### src/rtl/seg7_scan.sv
// Digit-scan controller for a multiplexed 7-segment display: steps one digit per scan strobe,
// inserts dead time between digits, and drives active-low anodes/segments from a per-frame snapshot.
module seg7_scan #(
   parameter int NUM_DIGITS   = 4,
   parameter int BLANK_CYCLES = 2,
   parameter bit LZ_SUPPRESS  = 1'b0
) (
   input  logic                          clk,
   input  logic                          rst,
   input  logic                          scan_en,
   input  logic [4*NUM_DIGITS-1:0]       data,
   input  logic [NUM_DIGITS-1:0]         dp,
   input  logic [NUM_DIGITS-1:0]         digit_mask,
   output logic [NUM_DIGITS-1:0]         an,
   output logic [6:0]                    seg,
   output logic                          dp_n,
   output logic [$clog2(NUM_DIGITS)-1:0] digit_idx,
   output logic                          frame_start
);

   localparam int IDX_W = $clog2(NUM_DIGITS);
   localparam int CNT_W = (BLANK_CYCLES > 1) ? $clog2(BLANK_CYCLES) : 1;
   localparam logic [IDX_W-1:0] LAST_IDX = IDX_W'(NUM_DIGITS - 1);
   localparam logic [CNT_W-1:0] CNT_LOAD = CNT_W'(BLANK_CYCLES - 1);

   typedef enum logic [1:0] {IDLE, BLANK, DRIVE} state_t;

   state_t                  state, state_d;
   logic                    scan_en_q;
   logic                    tick;
   logic [CNT_W-1:0]        cnt, cnt_d;
   logic [IDX_W-1:0]        idx_d;
   logic [4*NUM_DIGITS-1:0] snap_data, snap_data_d;
   logic [NUM_DIGITS-1:0]   snap_dp, snap_dp_d;
   logic [NUM_DIGITS-1:0]   snap_mask, snap_mask_d;
   logic [NUM_DIGITS-1:0]   an_d;
   logic [6:0]              seg_d;
   logic                    dp_n_d;
   logic                    frame_start_d;
   logic [NUM_DIGITS-1:0]   blank_vec;
   logic [3:0]              nibble;

   function automatic logic [6:0] hex_decode(input logic [3:0] h);
      case (h)
         4'h0: return 7'h40;
         4'h1: return 7'h79;
         4'h2: return 7'h24;
         4'h3: return 7'h30;
         4'h4: return 7'h19;
         4'h5: return 7'h12;
         4'h6: return 7'h02;
         4'h7: return 7'h78;
         4'h8: return 7'h00;
         4'h9: return 7'h10;
         4'hA: return 7'h08;
         4'hB: return 7'h03;
         4'hC: return 7'h46;
         4'hD: return 7'h21;
         4'hE: return 7'h06;
         default: return 7'h0E;
      endcase
   endfunction

   assign tick   = scan_en & ~scan_en_q;
   assign nibble = snap_data[4*digit_idx +: 4];

   // A digit is blank if masked off, or (with suppression) if it and every digit above it is zero.
   always_comb begin
      logic zero_run;
      zero_run  = 1'b1;
      blank_vec = '0;
      for (int i = NUM_DIGITS - 1; i >= 0; i--) begin
         zero_run     = zero_run & (snap_data[4*i +: 4] == 4'h0);
         blank_vec[i] = ~snap_mask[i] | (LZ_SUPPRESS && (i > 0) && zero_run);
      end
   end

   // NOTE: every signal written here gets a default first, so no latch is inferred.
   always_comb begin
      state_d       = state;
      cnt_d         = cnt;
      idx_d         = digit_idx;
      an_d          = an;
      seg_d         = seg;
      dp_n_d        = dp_n;
      frame_start_d = 1'b0;
      snap_data_d   = snap_data;
      snap_dp_d     = snap_dp;
      snap_mask_d   = snap_mask;
      unique case (state)
         IDLE, DRIVE: begin
            if (tick) begin
               an_d    = '1;
               seg_d   = 7'h7F;
               dp_n_d  = 1'b1;
               cnt_d   = CNT_LOAD;
               state_d = BLANK;
               if (digit_idx == LAST_IDX) begin
                  idx_d         = '0;
                  snap_data_d   = data;
                  snap_dp_d     = dp;
                  snap_mask_d   = digit_mask;
                  frame_start_d = 1'b1;
               end else begin
                  idx_d = digit_idx + 1'b1;
               end
            end
         end
         BLANK: begin
            if (cnt == '0) begin
               state_d = DRIVE;
               if (!blank_vec[digit_idx]) begin
                  an_d   = ~(NUM_DIGITS'(1) << digit_idx);
                  seg_d  = hex_decode(nibble);
                  dp_n_d = ~snap_dp[digit_idx];
               end
            end else begin
               cnt_d = cnt - 1'b1;
            end
         end
         default: state_d = IDLE;
      endcase
   end

   // NOTE: sequential state uses non-blocking assignments so every register samples pre-edge values.
   always_ff @(posedge clk or negedge rst) begin
      if (!rst) begin
         state       <= IDLE;
         scan_en_q   <= 1'b0;
         cnt         <= '0;
         digit_idx   <= LAST_IDX;
         an          <= '1;
         seg         <= 7'h7F;
         dp_n        <= 1'b1;
         frame_start <= 1'b0;
         snap_data   <= '0;
         snap_dp     <= '0;
         snap_mask   <= '0;
      end else begin
         state       <= state_d;
         scan_en_q   <= scan_en;
         cnt         <= cnt_d;
         digit_idx   <= idx_d;
         an          <= an_d;
         seg         <= seg_d;
         dp_n        <= dp_n_d;
         frame_start <= frame_start_d;
         snap_data   <= snap_data_d;
         snap_dp     <= snap_dp_d;
         snap_mask   <= snap_mask_d;
      end
   end

endmodule

### config.mk
export PLATFORM = sky130hd
export DESIGN_NAME = seg7_scan
export DESIGN_NICKNAME = d
export VERILOG_FILES = /design/src/rtl/seg7_scan.sv
export SDC_FILE = /design/constraint.sdc
export NUM_CORES = 1
export LEC_CHECK = 0
export CAP_MARGIN = 5
export CORE_MARGIN = 1
export CORE_UTILIZATION = 46
export CTS_BUF_LIST = sky130_fd_sc_hd__clkbuf_2
export DETAILED_ROUTE_END_ITERATION = 8
export PLACE_DENSITY = 0.76
export SETUP_SLACK_MARGIN = 0.4
export SLEW_MARGIN = 0
export SYNTH_ARGS = -nofsm -noshare
export SYNTH_HDL_FRONTEND = slang
export SYNTH_SLANG_ARGS = --single-unit
### constraint.sdc
create_clock -name clk -period 2.5 [get_ports clk]
set_input_delay 0.25 -clock clk [delete_from_list [all_inputs] [get_ports clk]]
set_output_delay 0.25 -clock clk [all_outputs]
set_load 0.01 [all_outputs]
==> impl_metrics.env, run 1 <==
export IMPL_outcome="complete, no violations"
export IMPL_synthCells=156
export IMPL_p_per_area_mw_per_mm2=1305
export IMPL_clk_transition_reported_paths_ns=0.22
export IMPL_dieArea_mm2=0.004850
export IMPL_wl_per_cell_um=16.81
export IMPL_cts_tree="done"
export IMPL_antenna_left=0
export IMPL_yosys_warnings=0
export IMPL_synth_area_mm2=0.002105
export IMPL_grt_use_total=0.1816
export IMPL_coreArea_mm2=0.004384
export IMPL_design_power_total_mw=3.494
export IMPL_p_comb_frac=0.548
export IMPL_gp_congestion=0.8843
export IMPL_synth_avg_cell_area_um2=13.49
export IMPL_vias=1448
export IMPL_maxCapViolCount=0
export IMPL_finalSetupViolCount=0
export IMPL_crit_type="reg -> reg"
export IMPL_path_max_fanout=4
export IMPL_initial_core_util=0.4800
export IMPL_cts_inserted_buffers=5
export IMPL_synth_nets=193
export IMPL_seq_power_share=0.371
export IMPL_grt_pass1_wl_um=6989
export IMPL_cp_arrival_ns=2.41
export IMPL_antenna_found_initial=0
export IMPL_routed_wl_um=4337
export IMPL_slew_limit_headroom=0.3791
export IMPL_cts_root_buffer="clkbuf_2"
export IMPL_die_height_um=69.64
export IMPL_p_switching_mw=1.335
export IMPL_swShare=0.3820
export IMPL_utilization=0.6107
export IMPL_ir_drop_mv=0.5006
export IMPL_hpwlAfterDp_um=2978
export IMPL_hold_class="in -> reg"
export IMPL_end_kind="register"
export IMPL_final_nets=242
export IMPL_die_x_um=69.64
export IMPL_ys_types=36
export IMPL_synth_main_ff_cell="dfrtp_1"
export IMPL_drtPass1Iterations=4
export IMPL_drc_errors=0
export IMPL_tightest_slew_ns=0.9313
export IMPL_vias_per_cell=5.612
export IMPL_crit_path_start_kind="register"
export IMPL_cts_buffer_depth=2
export IMPL_htree_levels=2
export IMPL_drv_slew=0
export IMPL_fin_crit_sh=0.8218
export IMPL_postSynth_asyncResetShare=1.000
export IMPL_rsz0062_at_grt="true"
export IMPL_final_hold_violation_count=0
export IMPL_finClkSkew_ns=0.03081
export IMPL_period_minus_slack_ns=2.054
export IMPL_leakage_nw=1.157
export IMPL_initialDrtViolationCount=56
export IMPL_clock_fmax_ghz=0.4868
export IMPL_fin_setup_tns_ns=0
export IMPL_cts_sinks=43
export IMPL_power_frac_clock=0.081
export IMPL_synth_enable_flop_cells=0
export IMPL_grt_start_max_net_pins=44
export IMPL_ioPinCount=42
export IMPL_layout_drive_gt1_share=0.3447
export IMPL_overflow=0
export IMPL_syn_to_final_growth_pct=27.23
export IMPL_diodes=0
export IMPL_grt_pass1_vias=1459
export IMPL_rows=24
export IMPL_ys_ff_latch=43
export IMPL_intPower_mw=2.160
export IMPL_io_buffers=41
export IMPL_clk_latency_ns=0.40
export IMPL_cp_required_ns=2.85
export IMPL_ys_seq_area_frac=0.5196
==> power by group through the flow <==
stage / clock network, mW / registers, mW / logic [mW]
2_1_floorplan: 0 / 1.25 / 1.26
3_3_place_gp: 0 / 1.27 / 1.60
3_5_place_dp: 0 / 1.29 / 1.70
4_1_cts: 0.296 / 1.28 / 1.76
5_1_grt: 0.331 / 1.34 / 2.07
6_report: 0.284 / 1.30 / 1.91
==> cell families after synthesis <==
family | after synthesis | synth area share
fa+ha+maj | 10 | 0.05945
mux | 33 | 0.2128
compound gates | 33 | 0.1124
buf+inv | 16 | 0.04221
simple gates | 21 | 0.05351
flops | 43 | 0.5196
==> critical path, cell delays in order (launching register included) <==
cell	delay (ns)
dfstp_2	0.62
mux4_2	0.61
inv_4	0.12
ha_4	0.12
inv_1	0.04
mux2i_1	0.15
nor2_1	0.08
o32a_1	0.29
==> worst paths after layout <==
kind / endpoint / slack [ns] / depth (start not counted) / startpoint
setup / recovery: seg[4] / 0.45 / 7 / digit_idx[0]
hold / removal: scan_en_q / 0.29 / 1 / scan_en
setup reg to reg: seg[4] / 0.45 / 7 / digit_idx[0]
hold reg to reg: seg[0] / 0.52 / 1 / seg[0]
max in group asynchronous: snap_data[14] / 1.41 / 2 / rst
min in group asynchronous: scan_en_q / 0.49 / 2 / rst
==> layout by cell type (no fill, tap or decap), types with 2 or more instances in the layout <==
cell,n
clkdlybuf4s50_1,39
dfrtp_1,29
mux2_2,24
dfstp_2,14
o21ai_0,13
nor2_1,8
buf_4,8
ha_1,6
clkbuf_2,6
inv_1,5
mux4_2,5
nand2_1,4
nor2b_1,3
a2bb2oi_1,3
o22a_1,2
mux2i_1,2
a21oi_1,2
o21bai_1,2
a31oi_1,2
mux4_1,2
ha_4,2
ha_2,2
clkinv_1,2
==> through the flow <==
stage / std cells / area [µm²] / hold WS (ns) / setup WS [ns]
2_1_floorplan: 156 / 2103 / -0.04559 / 0.3841
3_3_place_gp: 244 / 2541 / 0.4112 / 0.4600
3_5_place_dp: 244 / 2541 / 0.4433 / 0.4126
4_1_cts: 255 / 2604 / 0.2824 / 0.4061
5_1_grt: 258 / 2678 / 0.2394 / 0.3604
6_report: 258 / 2678 / 0.2874 / 0.4456
==> final cells by class <==
cell class	instances	area, µm²
clock buffers	6	30.03
flip-flops and latches	43	1094
fillers	330	1707
repair buffers	50	478.0
clock inverters	2	7.507
inverters	7	28.78
well taps	52	65.06
multi-input cells	98	974.7
==> sequential cells by signal, indices dropped and copies added (netlist names) <==
signal	flops
cnt	1
scan_en_q	1
state	2
seg	7
dp_n	1
snap_dp	4
snap_data	16
frame_start	1
digit_idx	2
an	4
snap_mask	4
==> synth_stat cells, types with 2 or more instances <==
cell	instances	share of area
dfrtp_1	29	0.34
mux2_2	24	0.13
dfstp_2	14	0.17
o21ai_0	13	0.031
ha_1	10	0.059
nor2_1	8	0.014
inv_1	7	0.012
buf_2	5	0.012
mux4_2	4	0.043
nand2_1	4	0.0071
a2bb2oi_1	3	0.012
buf_6	3	0.016
nor2b_1	3	0.0089
a21oi_1	2	0.0048
a31oi_1	2	0.0059
mux2i_1	2	0.0095
mux4_1	2	0.025
o21bai_1	2	0.0071
o22a_1	2	0.0083
==> metal layers <==
layer	global-route usage	share of wire	routed length [µm]
met1	0.2454	0.45	1954
met2	0.2913	0.48	2092
met3	0.05378	0.054	234
met4	0.04000	0.013	55
met5	0	0	0
==> repair_timing <==
action | 4_1_cts | 5_1_grt
cloned | 0 | 1
setup buffers | 2 | 2
hold endpoints to repair | 29 | 0
pin swaps | 0 | 2
hold buffers | 1 | 0
setup endpoints to repair | 3 | 4
resized for setup | 0 | 8
Note: power is estimated with default switching activity, not from simulation.
==> run 2, diff against run 1 <==
--- a/config.mk
+++ b/config.mk
@@ -10,7 +10,7 @@
 export CORE_UTILIZATION = 46
 export CTS_BUF_LIST = sky130_fd_sc_hd__clkbuf_2
 export DETAILED_ROUTE_END_ITERATION = 8
-export PLACE_DENSITY = 0.76
+export PLACE_DENSITY = 0.78
 export SETUP_SLACK_MARGIN = 0.4
 export SLEW_MARGIN = 0
 export SYNTH_ARGS = -nofsm -noshare
==> constraint.sdc (replaced) <==
create_clock -name clk -period 1.8 [get_ports clk]
set_input_delay 0.18 -clock clk [delete_from_list [all_inputs] [get_ports clk]]
set_output_delay 0.18 -clock clk [all_outputs]
set_load 0.01 [all_outputs]
==> run 2 against run 1 <==
  * The run now ends with setup timing left
  * Global-route usage rose by 2.3 points
  * Clock power rose by 93%
  * Combinational power rose by 97%
  * Critical path type unchanged
  * Critical endpoint is now seg[3]
  * Highest routed layer unchanged
==> impl_metrics.env, run 2 (same netlist as run 1, synthesis figures left out) <==
export IMPL_clock_fmax_ghz=0.4778
export IMPL_initialDrtViolationCount=94
export IMPL_rows=24
export IMPL_antenna_left=0
export IMPL_grt_start_max_net_pins=23
export IMPL_antenna_found_initial=0
export IMPL_cp_arrival_ns=2.42
export IMPL_final_nets=279
export IMPL_drtPass1Iterations=4
export IMPL_hpwlAfterDp_um=3200
export IMPL_overflow=0
export IMPL_path_max_fanout=7
export IMPL_routed_wl_um=5179
export IMPL_slew_limit_headroom=0.6536
export IMPL_outcome="complete, but fails checks"
export IMPL_failed_checks="setup timing"
export IMPL_layout_commonest_cell="dfrtp_1"
export IMPL_grt_use_total=0.2050
export IMPL_gp_congestion=0.8187
export IMPL_clk_latency_ns=0.40
export IMPL_die_x_um=69.64
export IMPL_leakage_nw=1.393
export IMPL_wl_per_cell_um=17.56
export IMPL_initial_core_util=0.4800
export IMPL_rsz0062_at_grt="true"
export IMPL_finClkSkew_ns=0.02050
export IMPL_final_cell_mix="29 x dfrtp_1, 27 x buf_4, 25 x clkdlybuf4s50_1, 22 x mux2_2, 16 x clkbuf_2"
export IMPL_utilization=0.7169
export IMPL_cts_buffer_depth=2
export IMPL_regMostFlops="snap_data"
export IMPL_final_hold_violation_count=0
export IMPL_drv_slew=0
export IMPL_p_per_area_mw_per_mm2=1942
export IMPL_crit_type="reg -> reg"
export IMPL_vias_per_cell=5.414
export IMPL_top_regs="snap_data (16), seg (7)"
export IMPL_maxCapViolCount=0
export IMPL_finalSetupViolCount=32
export IMPL_end_kind="register"
export IMPL_critPathMaxStageDelay_ns=0.64
export IMPL_path_cells="buf_4 -> buf_6 -> mux4_2 -> buf_4 -> nor2b_2 -> a211oi_2 -> o31ai_2"
export IMPL_die_height_um=69.64
export IMPL_worst_slack_ns=-0.2930
export IMPL_cts_inserted_buffers=5
export IMPL_fillCellCount=290
export IMPL_htree_levels=2
export IMPL_cp_required_ns=2.13
export IMPL_grt_pass1_vias=1645
export IMPL_diodes=0
export IMPL_cts_root_buffer="clkbuf_2"
export IMPL_hold_class="in -> reg"
export IMPL_drc_errors=0
export IMPL_period_minus_slack_ns=2.093
export IMPL_clk_transition_reported_paths_ns=0.21
export IMPL_coreArea_mm2=0.004384
export IMPL_placed_cell_area_mm2=0.002674
export IMPL_vias=1597
export IMPL_cts_tree="done"
export IMPL_cts_sinks=43
export IMPL_layout_drive_gt1_share=0.5844
export IMPL_largest_register_ffs=16
export IMPL_fin_area_mm2=0.003143
export IMPL_design_power_total_mw=6.105
export IMPL_crit_path_start_kind="register"
export IMPL_tightest_slew_ns=0.5197
export IMPL_path_common_cell="buf_4"
export IMPL_io_buffers=41
export IMPL_fin_crit_sh=1.163
export IMPL_ir_drop_mv=0.7287
export IMPL_ioPinCount=42
export IMPL_grt_pass1_wl_um=7838
export IMPL_timing_hold_ws_ns=0.2404
export IMPL_dieArea_mm2=0.004850
export IMPL_critPathSlowestCell="dfstp_2"
export IMPL_pre_cts_ws_ns=-0.2342
export IMPL_syn_to_final_growth_pct=49.35
[run 2: final cells by class]
type / instances / area, µm² / area share
repair buffers: 87 / 815.8 / 0.2596
clock inverters: 1 / 30.03 / 0.009554
flip-flops and latches: 43 / 1094 / 0.3479
clock buffers: 7 / 35.03 / 0.01115
well taps: 52 / 65.06 / 0.02070
inverters: 7 / 31.28 / 0.009952
multi-input cells: 98 / 1072 / 0.3412
[run 2: final timing paths]
kind	from	to	slack, ns	depth (start not counted)
worst max register to register	digit_idx[0]	seg[3]	-0.29	7
worst min register to register	seg[5]	seg[5]	0.51	1
worst min-delay path	scan_en	scan_en_q	0.24	1
max in group asynchronous	rst	seg[4]	0.99	3
min in group asynchronous	rst	state[1]	0.26	2
worst max-delay path	digit_idx[0]	seg[3]	-0.29	7
[run 2: routing by layer]
metal | share of wire | vias up | track usage
li1 | - | 732 | -
met5 | 0 | - | 0
met2 | 0.55 | 45 | 0.3668
met4 | 0.014 | 0 | 0.04889
met3 | 0.036 | 7 | 0.04506
met1 | 0.40 | 813 | 0.2522
[run 2: through the flow]
stage,setup TNS [ns],instances
floorplan,-1.422,156
global placement,-0.9544,258
detailed placement,-1.402,258
CTS,-2.359,278
global route,-5.608,295
finish,-4.718,295
[run 2: worst max-delay path: cells and delay by family (launching register included)]
kind,cells,cell delay (ns)
AO/OA/AOI/OAI,2,0.29
buffers and inverters,3,0.40
flip-flops,1,0.64
multiplexers,1,0.57
AND/OR/NAND/NOR,1,0.12
[run 2: timing repair]
action	CTS	global route
hold buffers	1	0
endpoints found under the setup margin	53	52
gates resized for setup	66	40
endpoints found under the hold margin	9	0
pin swaps	4	1
setup buffers	9	15
gates cloned	2	2
[run 2: power by group]
group	internal, mW	switching [mW]	leakage (nW)
registers	1.49	0.302	0.508
clock network	0.247	0.299	0.0432
logic	2.15	1.62	0.842
total	3.88	2.22	1.39
